**src/rtl/seq_muldiv.sv**
```systemverilog
// Multi-cycle signed multiply (radix-4 Booth) / divide (non-restoring) unit.
// Results land in the hi/lo pair; start/busy/done lets the control unit stall.
module seq_muldiv #(
    parameter int WIDTH = 32
) (
    input  logic             clock,
    input  logic             clear_n,
    input  logic             start,
    input  logic             op_mul,
    input  logic             op_div,
    input  logic [WIDTH-1:0] a,
    input  logic [WIDTH-1:0] b,
    output logic [WIDTH-1:0] hi,
    output logic [WIDTH-1:0] lo,
    output logic             busy,
    output logic             done,
    output logic             div_zero
);

    localparam int CW = $clog2(WIDTH) + 1;
    localparam int AW = 2 * WIDTH + 1;
    localparam int RW = WIDTH + 2;

    typedef enum logic [2:0] {S_IDLE, S_MUL, S_DIV, S_FIX, S_DONE} state_t;

    state_t           state_q, state_d;
    logic [AW-1:0]    acc_q;
    logic [WIDTH-1:0] m_q;
    logic [WIDTH-1:0] quo_q;
    logic [RW-1:0]    rem_q;
    logic [CW-1:0]    cnt_q;
    logic             is_mul_q, neg_quo_q, neg_rem_q;

    logic             accept;
    logic [RW-1:0]    m_ext, addend, booth_sum;
    logic [RW-1:0]    d_ext, rem_shift, rem_step;
    logic [WIDTH-1:0] quo_step, rem_corr, rem_fix, quo_fix, a_mag, b_mag;

    assign accept = start && (op_mul ^ op_div);

    always_ff @(posedge clock) begin
        // NOTE: reset is synchronous (sampled on the edge like any other input),
        // and all state uses non-blocking assignment so every register sees
        // pre-edge values regardless of block ordering.
        if (!clear_n) state_q <= S_IDLE;
        else          state_q <= state_d;
    end

    always_comb begin
        // NOTE: every combinational output gets a default before the case,
        // otherwise a path that skips an assignment infers a latch.
        state_d = state_q;
        busy    = (state_q != S_IDLE);
        case (state_q)
            S_IDLE:  if (accept) state_d = op_mul ? S_MUL : ((b == '0) ? S_DONE : S_DIV);
            S_MUL:   if (cnt_q == CW'(1)) state_d = S_DONE;
            S_DIV:   if (cnt_q == CW'(1)) state_d = S_FIX;
            S_FIX:   state_d = S_DONE;
            S_DONE:  state_d = S_IDLE;
            default: state_d = S_IDLE;
        endcase
    end

    // Booth step: the upper part is widened by two bits so +-2M cannot overflow
    // before the arithmetic shift folds it back into WIDTH bits.
    always_comb begin
        m_ext  = {{2{m_q[WIDTH-1]}}, m_q};
        addend = '0;
        case (acc_q[2:0])
            3'b001, 3'b010: addend = m_ext;
            3'b011:         addend = m_ext << 1;
            3'b100:         addend = -(m_ext << 1);
            3'b101, 3'b110: addend = -m_ext;
            default:        addend = '0;
        endcase
        booth_sum = {{2{acc_q[AW-1]}}, acc_q[AW-1 -: WIDTH]} + addend;

        d_ext     = {2'b00, m_q};
        rem_shift = {rem_q[RW-2:0], quo_q[WIDTH-1]};
        rem_step  = rem_q[RW-1] ? rem_shift + d_ext : rem_shift - d_ext;
        quo_step  = {quo_q[WIDTH-2:0], ~rem_step[RW-1]};

        rem_corr  = rem_q[RW-1] ? rem_q[WIDTH-1:0] + m_q : rem_q[WIDTH-1:0];
        rem_fix   = neg_rem_q ? -rem_corr : rem_corr;
        quo_fix   = neg_quo_q ? -quo_q : quo_q;

        a_mag     = a[WIDTH-1] ? -a : a;
        b_mag     = b[WIDTH-1] ? -b : b;
    end

    always_ff @(posedge clock) begin
        // NOTE: only the architecturally visible registers are reset; the
        // datapath registers are always loaded at acceptance before use.
        if (!clear_n) begin
            hi       <= '0;
            lo       <= '0;
            done     <= 1'b0;
            div_zero <= 1'b0;
        end else begin
            done <= 1'b0;
            case (state_q)
                S_IDLE: if (accept) begin
                    div_zero <= 1'b0;
                    is_mul_q <= op_mul;
                    if (op_mul) begin
                        m_q   <= a;
                        acc_q <= {{WIDTH{1'b0}}, b, 1'b0};
                        cnt_q <= CW'(WIDTH / 2);
                    end else begin
                        m_q       <= b_mag;
                        quo_q     <= a_mag;
                        rem_q     <= '0;
                        neg_quo_q <= a[WIDTH-1] ^ b[WIDTH-1];
                        neg_rem_q <= a[WIDTH-1];
                        cnt_q     <= CW'(WIDTH);
                        if (b == '0) begin
                            div_zero <= 1'b1;
                            quo_q    <= '1;
                            rem_q    <= {2'b00, a};
                        end
                    end
                end
                S_MUL: begin
                    acc_q <= {booth_sum, acc_q[WIDTH:2]};
                    cnt_q <= cnt_q - CW'(1);
                end
                S_DIV: begin
                    rem_q <= rem_step;
                    quo_q <= quo_step;
                    cnt_q <= cnt_q - CW'(1);
                end
                S_FIX: begin
                    quo_q <= quo_fix;
                    rem_q <= {2'b00, rem_fix};
                end
                S_DONE: begin
                    done <= 1'b1;
                    if (is_mul_q) begin
                        hi <= acc_q[AW-1:WIDTH+1];
                        lo <= acc_q[WIDTH:1];
                    end else begin
                        hi <= rem_q[WIDTH-1:0];
                        lo <= quo_q;
                    end
                end
                default: ;
            endcase
        end
    end

endmodule

```
**config.mk**
```make
export PLATFORM = sky130hd
export DESIGN_NAME = seq_muldiv
export DESIGN_NICKNAME = d
export VERILOG_FILES = /design/src/rtl/seq_muldiv.sv
export SDC_FILE = /design/constraint.sdc
export NUM_CORES = 1
export LEC_CHECK = 0
export ABC_AREA = 1
export CAP_MARGIN = 15
export CORE_MARGIN = 1.5
export CORE_UTILIZATION = 60
export DETAILED_ROUTE_END_ITERATION = 7
export GPL_ROUTABILITY_DRIVEN = 0
export MAX_ROUTING_LAYER = met4
export PLACE_DENSITY = 0.8
export REMOVE_ABC_BUFFERS = 1
export SYNTH_ARGS = -nofsm -noshare
export SYNTH_HDL_FRONTEND = slang
export SYNTH_SLANG_ARGS = --single-unit
export TNS_END_PERCENT = 30
```
**constraint.sdc**
```tcl
create_clock -name clock -period 11.27 [get_ports clock]
set_input_delay 2.254 -clock clock [delete_from_list [all_inputs] [get_ports clock]]
set_output_delay 2.254 -clock clock [all_outputs]
set_load 0.01 [all_outputs]
```
# Word-level counts from Yosys, hierarchy flattened
# Index checks and enable logic that the tools add are counted.
# totals
reg_bits,241
in_bits,69
output_inout_bits,67
wordCells,96
# op_classes
addsub,11
eq_ne,17
mux,33
bitwise_logic,4
n_reduce_logical,18
# ops
operator,count
$mux W32,12
$pmux W34 S4,1
$mux W65,2
$pmux W65 S2,1
$neg A32 Y32,4
$mux W34,3
$pmux W34 S3,1
$pmux W32 S3,1
$neg A34 Y34,2
$add A34 B32 Y34,1
$add A34 B34 Y34,1
$sub A34 B32 Y34,1
$add A32 B32 Y32,1
$logic_not A32 Y1,1
$mux W3,5
$eq A3 B2 Y1 const B,4
$eq A3 B3 Y1 const B,4
$mux W6,2
$ne A2 B2 Y1 const B,6
$pmux W3 S4,1
$pmux W6 S2,1
$reduce_and A4 Y1,3
$reduce_and A3 Y1,3
$eq A3 B1 Y1 const B,2
other kinds (12),20

# Longest topological paths before layout
# Gate-level depths: netlist (run 1).
# logic_depth
depth_word,6
ltp_mapped,28
mapped_depth_nobuf,28

# Worst setup path before layout (run 1)
# No wires, ideal clock.
# synth_timing
path_kind,input -> register
from,in op_div
to,reg quo_q[0] (enable)
setup_ps,391
arrival_time_ps,6213
t_required_ps,10879
slack_ps,4666
path_stages,8
path_buffers,0
path_cell_list,nand2_1 -> nand2_1 -> nor2_1 -> inv_1 -> nand2_1 -> nand2_1 -> a211oi_1 -> o21a_1
# synth_between
elab_chain_len,4
# synth_rtl
item,line,text
from (decl),10,"input logic op_div,"
$xor A1 B1 Y1,39,assign accept = start && (op_mul ^ op_div);
$logic_and A1 B1 Y1,39,
$ne A2 B2 Y1 (no source line),--,
$reduce_and A5 Y1 (no source line),--,
to (signal assigned),111,quo_q <= a_mag;
to (signal assigned),129,quo_q <= quo_step;
to (signal assigned),133,quo_q <= quo_fix;
to (decl),29,logic [WIDTH-1:0] quo_q;
# Every way passes these cells.
# A chain may end at the register's enable or synchronous reset.

# Worst setup path after layout (run 1)
# layout_timing
from,reg m_q[1]
to,reg quo_q[0] (data pin)
# layout_between
elab_chain_len,4
elab_cells_between_ends,5
cone_classes,2 x add/sub; 2 x mux; 1 x bitwise
# layout_rtl
item,line,text
from (decl),28,logic [WIDTH-1:0] m_q;
from (signal assigned),110,m_q <= b_mag;
$sub A34 B32 Y34 or $add A34 B32 Y34 (tied branches),80,rem_step = rem_q[RW-1] ? rem_shift + d_ext : rem_shift - d_ext;
$mux W34 (*),80,
$not A1 Y1 (*),81,"quo_step = {quo_q[WIDTH-2:0], ~rem_step[RW-1]};"
$pmux W32 S3 (*),101,case (state_q)
# Mark *: on every way between the ends. The rest lies on a longest branch, timed or not.

==> results of run 1 <==
registers in the layout (all words and copies together), names as in the netlist:
signal     flops
lo            32
neg_rem_q      1
quo_q         32
hi            32
acc_q         65
neg_quo_q      1
cnt_q          6
done           1
state_q        3
is_mul_q       1
m_q           32
rem_q         34
div_zero       1
cell families (layout without fill, tap and decap cells):
kind of cell,after synthesis,after routing,share of synthesized area [%]
flip-flops,241,241,29.8
AND/OR/NAND/NOR,1555,1555,29.9
adder cells (fa/ha/maj),107,107,6.19
buffers and inverters,613,711,10.6
other,0,3,0
XOR/XNOR,48,48,1.91
AO/OA/AOI/OAI,844,844,21.6
area by class of cell:
type                       count  area (um^2)  share of cell area [%]
antenna                        3         7.51                  0.0304
timing repair buffer         157         1510                    6.12
clock buffer                  40          850                    3.44
tap                          461          577                    2.34
multi-input combinational   2554        13200                    53.3
sequential                   241         6550                    26.5
inverter                     500         1880                    7.62
clock inverter                14          169                   0.684
metrics by stage:
step                std cells  power (mW)
finish                   3970        4.76
floorplan                3295        2.93
CTS                      3965        4.66
global placement         3911        3.59
detailed placement       3911        3.65
global route             3970        5.03
tightest hold or removal path, delay by kind of cell (launching register included):
kind,cells,cell delay (ps)
flops,1,330
simple gates,1,70
compound gates,1,60
metal layers:
| layer | vias to the layer above | part of all wire, % | global-route usage (%) |
|---|---|---|---|
| met5 | - | 0 | - |
| met1 | 11200 | 38 | 53.2 |
| met2 | 1780 | 42 | 62.7 |
| met3 | 385 | 12 | 6.94 |
| met4 | 0 | 7.7 | 27.5 |
| li1 | 11600 | - | - |
path summary, 6_finish.rpt:
check                 from       end  slack (ps)  depth (start not counted)
setup / recovery    m_q[1]  quo_q[0]        6210                         21
hold reg to reg   div_zero  div_zero         510                          2
setup reg to reg    m_q[1]  quo_q[0]        6210                         21
hold / removal    div_zero  div_zero         510                          2
power by group:
part           leakage, nW  switching [mW]  internal [mW]
Combinational         8.45            1.65          0.749
Clock                0.490           0.424          0.599
Sequential            2.15           0.155           1.19
cells in the final DEF, fill, tap and decap left out, types with 14 or more instances in the layout:
cell type	count
sky130_fd_sc_hd__a21oi_1	335
sky130_fd_sc_hd__a31oi_1	24
sky130_fd_sc_hd__buf_4	22
sky130_fd_sc_hd__clkbuf_16	31
sky130_fd_sc_hd__clkdlybuf4s50_1	134
sky130_fd_sc_hd__dfxtp_1	69
sky130_fd_sc_hd__edfxtp_1	172
sky130_fd_sc_hd__ha_1	104
sky130_fd_sc_hd__inv_1	490
sky130_fd_sc_hd__nand2_1	804
sky130_fd_sc_hd__nand3_1	241
sky130_fd_sc_hd__nand4_1	50
sky130_fd_sc_hd__nor2_1	345
sky130_fd_sc_hd__nor3_1	48
sky130_fd_sc_hd__o2111ai_1	17
sky130_fd_sc_hd__o211ai_1	14
sky130_fd_sc_hd__o21ai_0	318
sky130_fd_sc_hd__o221ai_1	19
sky130_fd_sc_hd__o22ai_1	17
sky130_fd_sc_hd__xor2_1	44
==> results.yml, run 1 <==
run_status:
  status: "finished clean"
min_path:
  timing.hold.worst.class: "flop to flop"
setup_path:
  cp-start-kind: "flop"
  critPathArrivalTime_ps: 5390
  endpoint_kind: "flop"
  path_cells: "inv_1 -> ha_1 -> nand2_1 -> nor2_1 -> nand3_1 -> nor2_1 -> nand2_1 -> nor3_1 -> nand4_1 -> nor3_1 -> nand3_1 -> xor2_1 -> nand2_1 -> o21ai_0 -> ha_1 -> a21oi_1 -> o21ai_0 -> a221oi_1 -> nand4_1 -> nand3_1 -> nand3b_1"
  path_buf_inv: 1
  critical-path-top-delay-family: "simple AND/OR/NAND/NOR gates"
  cp_slowest_cell: "sky130_fd_sc_hd__edfxtp_1"
  timing.critical_path.fanout_max: 7
  worstSetupPathType: "flop to flop"
  cp_slowest_stage_delay_ps: 490
  cp_data_required_time_ps: 11590
routing:
  detail_route.vias_per_cell: 6.30
  drtPass1Iterations: 8
  antenna_left: 0
  drt_first_iter_violations: 3850
  vias: 25000
  wl_per_cell_um: 20.0
  totalWireLength_um: 79600
  drcViolationCount: 0
pwr:
  vdd_drop_max_v: 0.000146
  cellLeakagePower_nw: 11.1
  power-per-cell-area_nw_per_um2: 193
clock_network:
  clock_tree.root_cell: "sky130_fd_sc_hd__clkbuf_16"
  htreeDepth: 1
  tritoncts: "yes"
  tritoncts_buffer_count: 29
  cts_hold_repair.buffers: 0
  numClockSinks: 241
  post_cts_buffers: 0
  clk_path_buf_depth: 3
  cts_resized: 0
  clk-insertion-delay-late_ps: 590
  worst_setup_hold_path_clk_slew_ps: 70
sta:
  timing.fmax_ghz: 0.197
  rsz0062_at_grt: "false"
  slew_headroom_pct: 27.4
  final-setup-viol-count: 0
  tns_ps: 0
  worst-slew-pin-transition_ps: 1080
  setup_ws_ps: 6210
  final_max_slew_viol_count: 0
  hold_viol_final: 0
  hold-worst-slack_ps: 506
  post-route-period-util_pct: 44.9
  clock_skew_ps: 21.7
  finalCriticalPeriod_ps: 5060
logic_synthesis:
  synth-edff-count: 172
  number_of_distinct_standard_cells_referenced_by_the_synthesized_netlist: 59
  synthesis.instances: 3408
  yosysSeqAreaShare_pct: 29.8
  synth-seq-cells: 241
  post_synth_main_area_contributors: "sky130_fd_sc_hd__edfxtp_1 23%, sky130_fd_sc_hd__nand2_1 14%, sky130_fd_sc_hd__inv_1 8.4%, sky130_fd_sc_hd__a21oi_1 7.6%, sky130_fd_sc_hd__o21ai_0 7.2%"
  synth_top_area_cell: "sky130_fd_sc_hd__edfxtp_1"
  netlist_area_um2: 22000
  synth_top_area_share_pct: 23.5
  synth-async-reset-ratio_pct: 0
  ys_warn_count: 0
  synth_common_cells: "804 x sky130_fd_sc_hd__nand2_1, 491 x sky130_fd_sc_hd__inv_1, 349 x sky130_fd_sc_hd__nor2_1, 336 x sky130_fd_sc_hd__a21oi_1, 318 x sky130_fd_sc_hd__o21ai_0"
  postSynthAreaPerCell_um2: 6.45
  synthMostInstantiatedCell: "sky130_fd_sc_hd__nand2_1"
  synth-main-ff-cell: "sky130_fd_sc_hd__edfxtp_1"
grt:
  grt_max_degree: 102
  grt_antenna_before_repair: 3
  first_global_vias: 22900
  global_route_wire_length_before_repair_um: 123000
  globalRoute.totalOverflow: 0
  globalRouteTotalUtil_pct: 42.2
finish:
  synthToLayoutAreaGrowth_pct: 12.3
  nNetsFinal: 3659
  layout.filler_cells: 3153
  post_route_cells_drive_above_1_share_pct: 3.91
  final_cell_area_um2: 24700
  postLayoutCoreUtil_pct: 68.9
floorplan:
  core_um2: 35800
  initial_core_utilization_pct: 61.4
  die_x_um: 194
  top_level_ports: 136
  die_area_um2: 37800
  rows: 69
  die_h_um: 194
place:
  place.detailed.hpwl_um: 60700
  post-place-ws_ps: 5930
  placedInstanceArea_um2: 23700
  portBuffers: 135
run:
  drv_cap: 0
Note: power is estimated with default switching activity, not from simulation.
==> inputs of run 2 (changes only) <==
==> constraint.sdc (replaced) <==
create_clock -name clock -period 5 [get_ports clock]
set_input_delay 1 -clock clock [delete_from_list [all_inputs] [get_ports clock]]
set_output_delay 1 -clock clock [all_outputs]
set_load 0.01 [all_outputs]
==> run 2 against run 1 <==
  * The run now ends with DRC left
  * Cell area grew 0.14%
  * Routed wire length grew 0.67%
  * Combinational power grew 130%
  * Worst setup slack lost 5900 ps
  * Clock-buffer cell count shrank 6
  * Power grew 120%
  * Clock power grew 120%
  * Critical path depth is the same
  * Global-route usage grew 0.83 points
  * Register-to-register slack lost 5900 ps
  * Clock skew is essentially flat
  * Largest power group unchanged
==> results.yml, run 2 (synthesis results as in run 1) <==
sta:
  clock_skew_ps: 21.4
  final-setup-viol-count: 0
  tns_ps: 0
  timing.fmax_ghz: 0.213
  finalCriticalPeriod_ps: 4700
  rsz0062_at_grt: "false"
  slew_headroom_pct: 31.1
  hold_viol_final: 0
  final_max_slew_viol_count: 0
  worst-slew-pin-transition_ps: 1030
  hold-worst-slack_ps: 480
  post-route-period-util_pct: 94.1
  setup_ws_ps: 296
grt:
  first_global_vias: 23500
  grt_max_degree: 83
  globalRouteTotalUtil_pct: 43.0
  grt_antenna_before_repair: 3
  globalRoute.totalOverflow: 0
  global_route_wire_length_before_repair_um: 125000
pwr:
  flop_pwr_share_pct: 28.3
  power.switching_fraction_pct: 47.1
  cellLeakagePower_nw: 11.1
  vdd_drop_max_v: 0.000312
  power-per-cell-area_nw_per_um2: 432
  comb_power_share_pct: 51.2
  cell_internal_pwr_mw: 5.66
  power.share.clock_pct: 20.6
  switching_power_mw: 5.03
  power_total_mw: 10.7
routing:
  drt_first_iter_violations: 3809
  drtPass1Iterations: 8
  wl_per_cell_um: 20.1
  vias: 25200
  totalWireLength_um: 80100
  detail_route.vias_per_cell: 6.33
  drcViolationCount: 9
  antenna_left: 0
finish:
  synthToLayoutAreaGrowth_pct: 12.4
  layout.filler_cells: 3124
  final_cell_area_um2: 24700
  layout.cells.non_filler: 3980
  highest_count_cells_in_the_layout_ignoring_fill_and_taps: "804 x sky130_fd_sc_hd__nand2_1, 490 x sky130_fd_sc_hd__inv_1, 345 x sky130_fd_sc_hd__nor2_1"
  largest_regs: "acc_q: 65 flops, rem_q: 34 flops"
  nNetsFinal: 3669
  flip_flop_count_of_the_largest_register_after_layout: 65
  post_route_cells_drive_above_1_share_pct: 4.12
  leading_cell_type_in_the_layout_fill_and_taps_excluded: "sky130_fd_sc_hd__nand2_1"
  largest-register: "acc_q"
  postLayoutCoreUtil_pct: 69.0
clock_network:
  clk_path_buf_depth: 3
  tritoncts: "yes"
  post_cts_buffers: 0
  tritoncts_buffer_count: 29
  clk-insertion-delay-late_ps: 610
  numClockSinks: 241
  htreeDepth: 1
  clock_tree.root_cell: "sky130_fd_sc_hd__clkbuf_16"
  worst_setup_hold_path_clk_slew_ps: 60
place:
  place_inst: 3923
  portBuffers: 135
  placedInstanceArea_um2: 23800
  place.detailed.hpwl_um: 61300
  post-place-ws_ps: 533
setup_path:
  timing.critical_path.fanout_max: 5
  path_buf_inv: 2
  critPathArrivalTime_ps: 5050
  reg_to_reg_critical_path_startpoint: "m_q[1]"
  timing.rr.end: "rem_q[27]"
  cp_data_required_time_ps: 5340
  worst-r2r-setup-slack_ps: 300
  reg2regPathDepth: 21
  critical-path-top-delay-family: "compound AO/OA/AOI/OAI gates"
  crit_path_from: "m_q[1]"
  cp_slowest_cell: "sky130_fd_sc_hd__edfxtp_1"
  cp_slowest_stage_delay_ps: 450
  endpoint_kind: "flop"
  crit_path_end: "rem_q[27]"
  critical_path_depth: 21
  cpMostUsedCell: "sky130_fd_sc_hd__nand2_1"
  cp-start-kind: "flop"
  path_cells: "inv_1 -> ha_1 -> nand2_1 -> nor2_1 -> nand3_1 -> nor2_1 -> nand2_1 -> nor3_1 -> nand4_1 -> inv_1 -> nand2_1 -> nand2_1 -> o21ai_0 -> ha_1 -> a21oi_1 -> a21boi_0 -> o21ai_0 -> a221oi_1 -> nand3_1 -> a22oi_1 -> nand2_1"
  worstSetupPathType: "flop to flop"
floorplan:
  rows: 69
  top_level_ports: 136
  die_h_um: 194
  initial_core_utilization_pct: 61.4
  core_um2: 35800
  die_x_um: 194
  die_area_um2: 37800
run:
  drv_cap: 0
min_path:
  timing.hold.worst.class: "flop to flop"
  hold_start: "div_zero"
  worstHoldPathCells: 2
run_status:
  status: "finished, violations left"
  failing_checks: "DRC"
-- run 2: changes by cell type in the layout (fill, tap and decap cells not counted), moves of 2 or more --
| cell | previous run | this run |
|---|---|---|
| sky130_fd_sc_hd__buf_4 | 22 | 31 |
| sky130_fd_sc_hd__clkinv_2 | 3 | 8 |
| sky130_fd_sc_hd__clkbuf_8 | 4 | 0 |
| sky130_fd_sc_hd__clkinv_1 | 3 | 7 |
| sky130_fd_sc_hd__clkinvlp_4 | 4 | 2 |
| sky130_fd_sc_hd__inv_6 | 3 | 1 |
-- run 2: final cells by class --
type	count	area [um^2]	share of cell area [%]
well taps	461	577	2.33
flip-flops and latches	241	6550	26.5
multi-input cells	2554	13200	53.2
inverters	500	1880	7.61
repair buffers	167	1600	6.47
diodes	3	7.51	0.0304
clock buffers	34	766	3.10
clock inverters	20	196	0.794
-- run 2: per-layer routing --
layer / global-route usage, % / vias up / routed length [um]
met1: 53.1 / 11200 / 29700
met3: 8.88 / 444 / 10100
met2: 64.0 / 1818 / 33900
li1: - / 11700 / -
met4: 28.0 / 0 / 6350
met5: - / - / 0
-- run 2: power groups by stage --
stage | logic [mW] | registers, mW | clock network, mW
after floorplan | 3.62 | 2.98 | 0
after global placement | 5.09 | 3.02 | 0
after detailed placement | 5.23 | 3.03 | 0
after CTS | 5.27 | 2.99 | 2.21
after global routing | 6.01 | 3.04 | 2.26
final | 5.47 | 3.02 | 2.20
-- run 2: worst min-delay path, delay by kind of cell (launching register included) --
| kind | cells | cell delay (ps) |
|---|---|---|
| DFF | 1 | 310 |
| and+or+nand+nor | 1 | 60 |
| AOI/OAI and AO/OA | 1 | 60 |
-- run 2: how the worst min path moves through the flow --
| stage | end | slack, ps |
|---|---|---|
| 2_1_floorplan | div_zero | 490 |
| 3_3_place_gp | div_zero | 470 |
| 3_5_place_dp | div_zero | 470 |
| 4_1_cts | div_zero | 480 |
| 5_1_grt | div_zero | 510 |
| 6_report | div_zero | 480 |
-- run 2: timing repair --
item,4_1_cts,5_1_grt
hold endpoints to repair,0,0
endpoints found under the setup margin,0,1
hold buffers,0,0
resized for setup,0,1
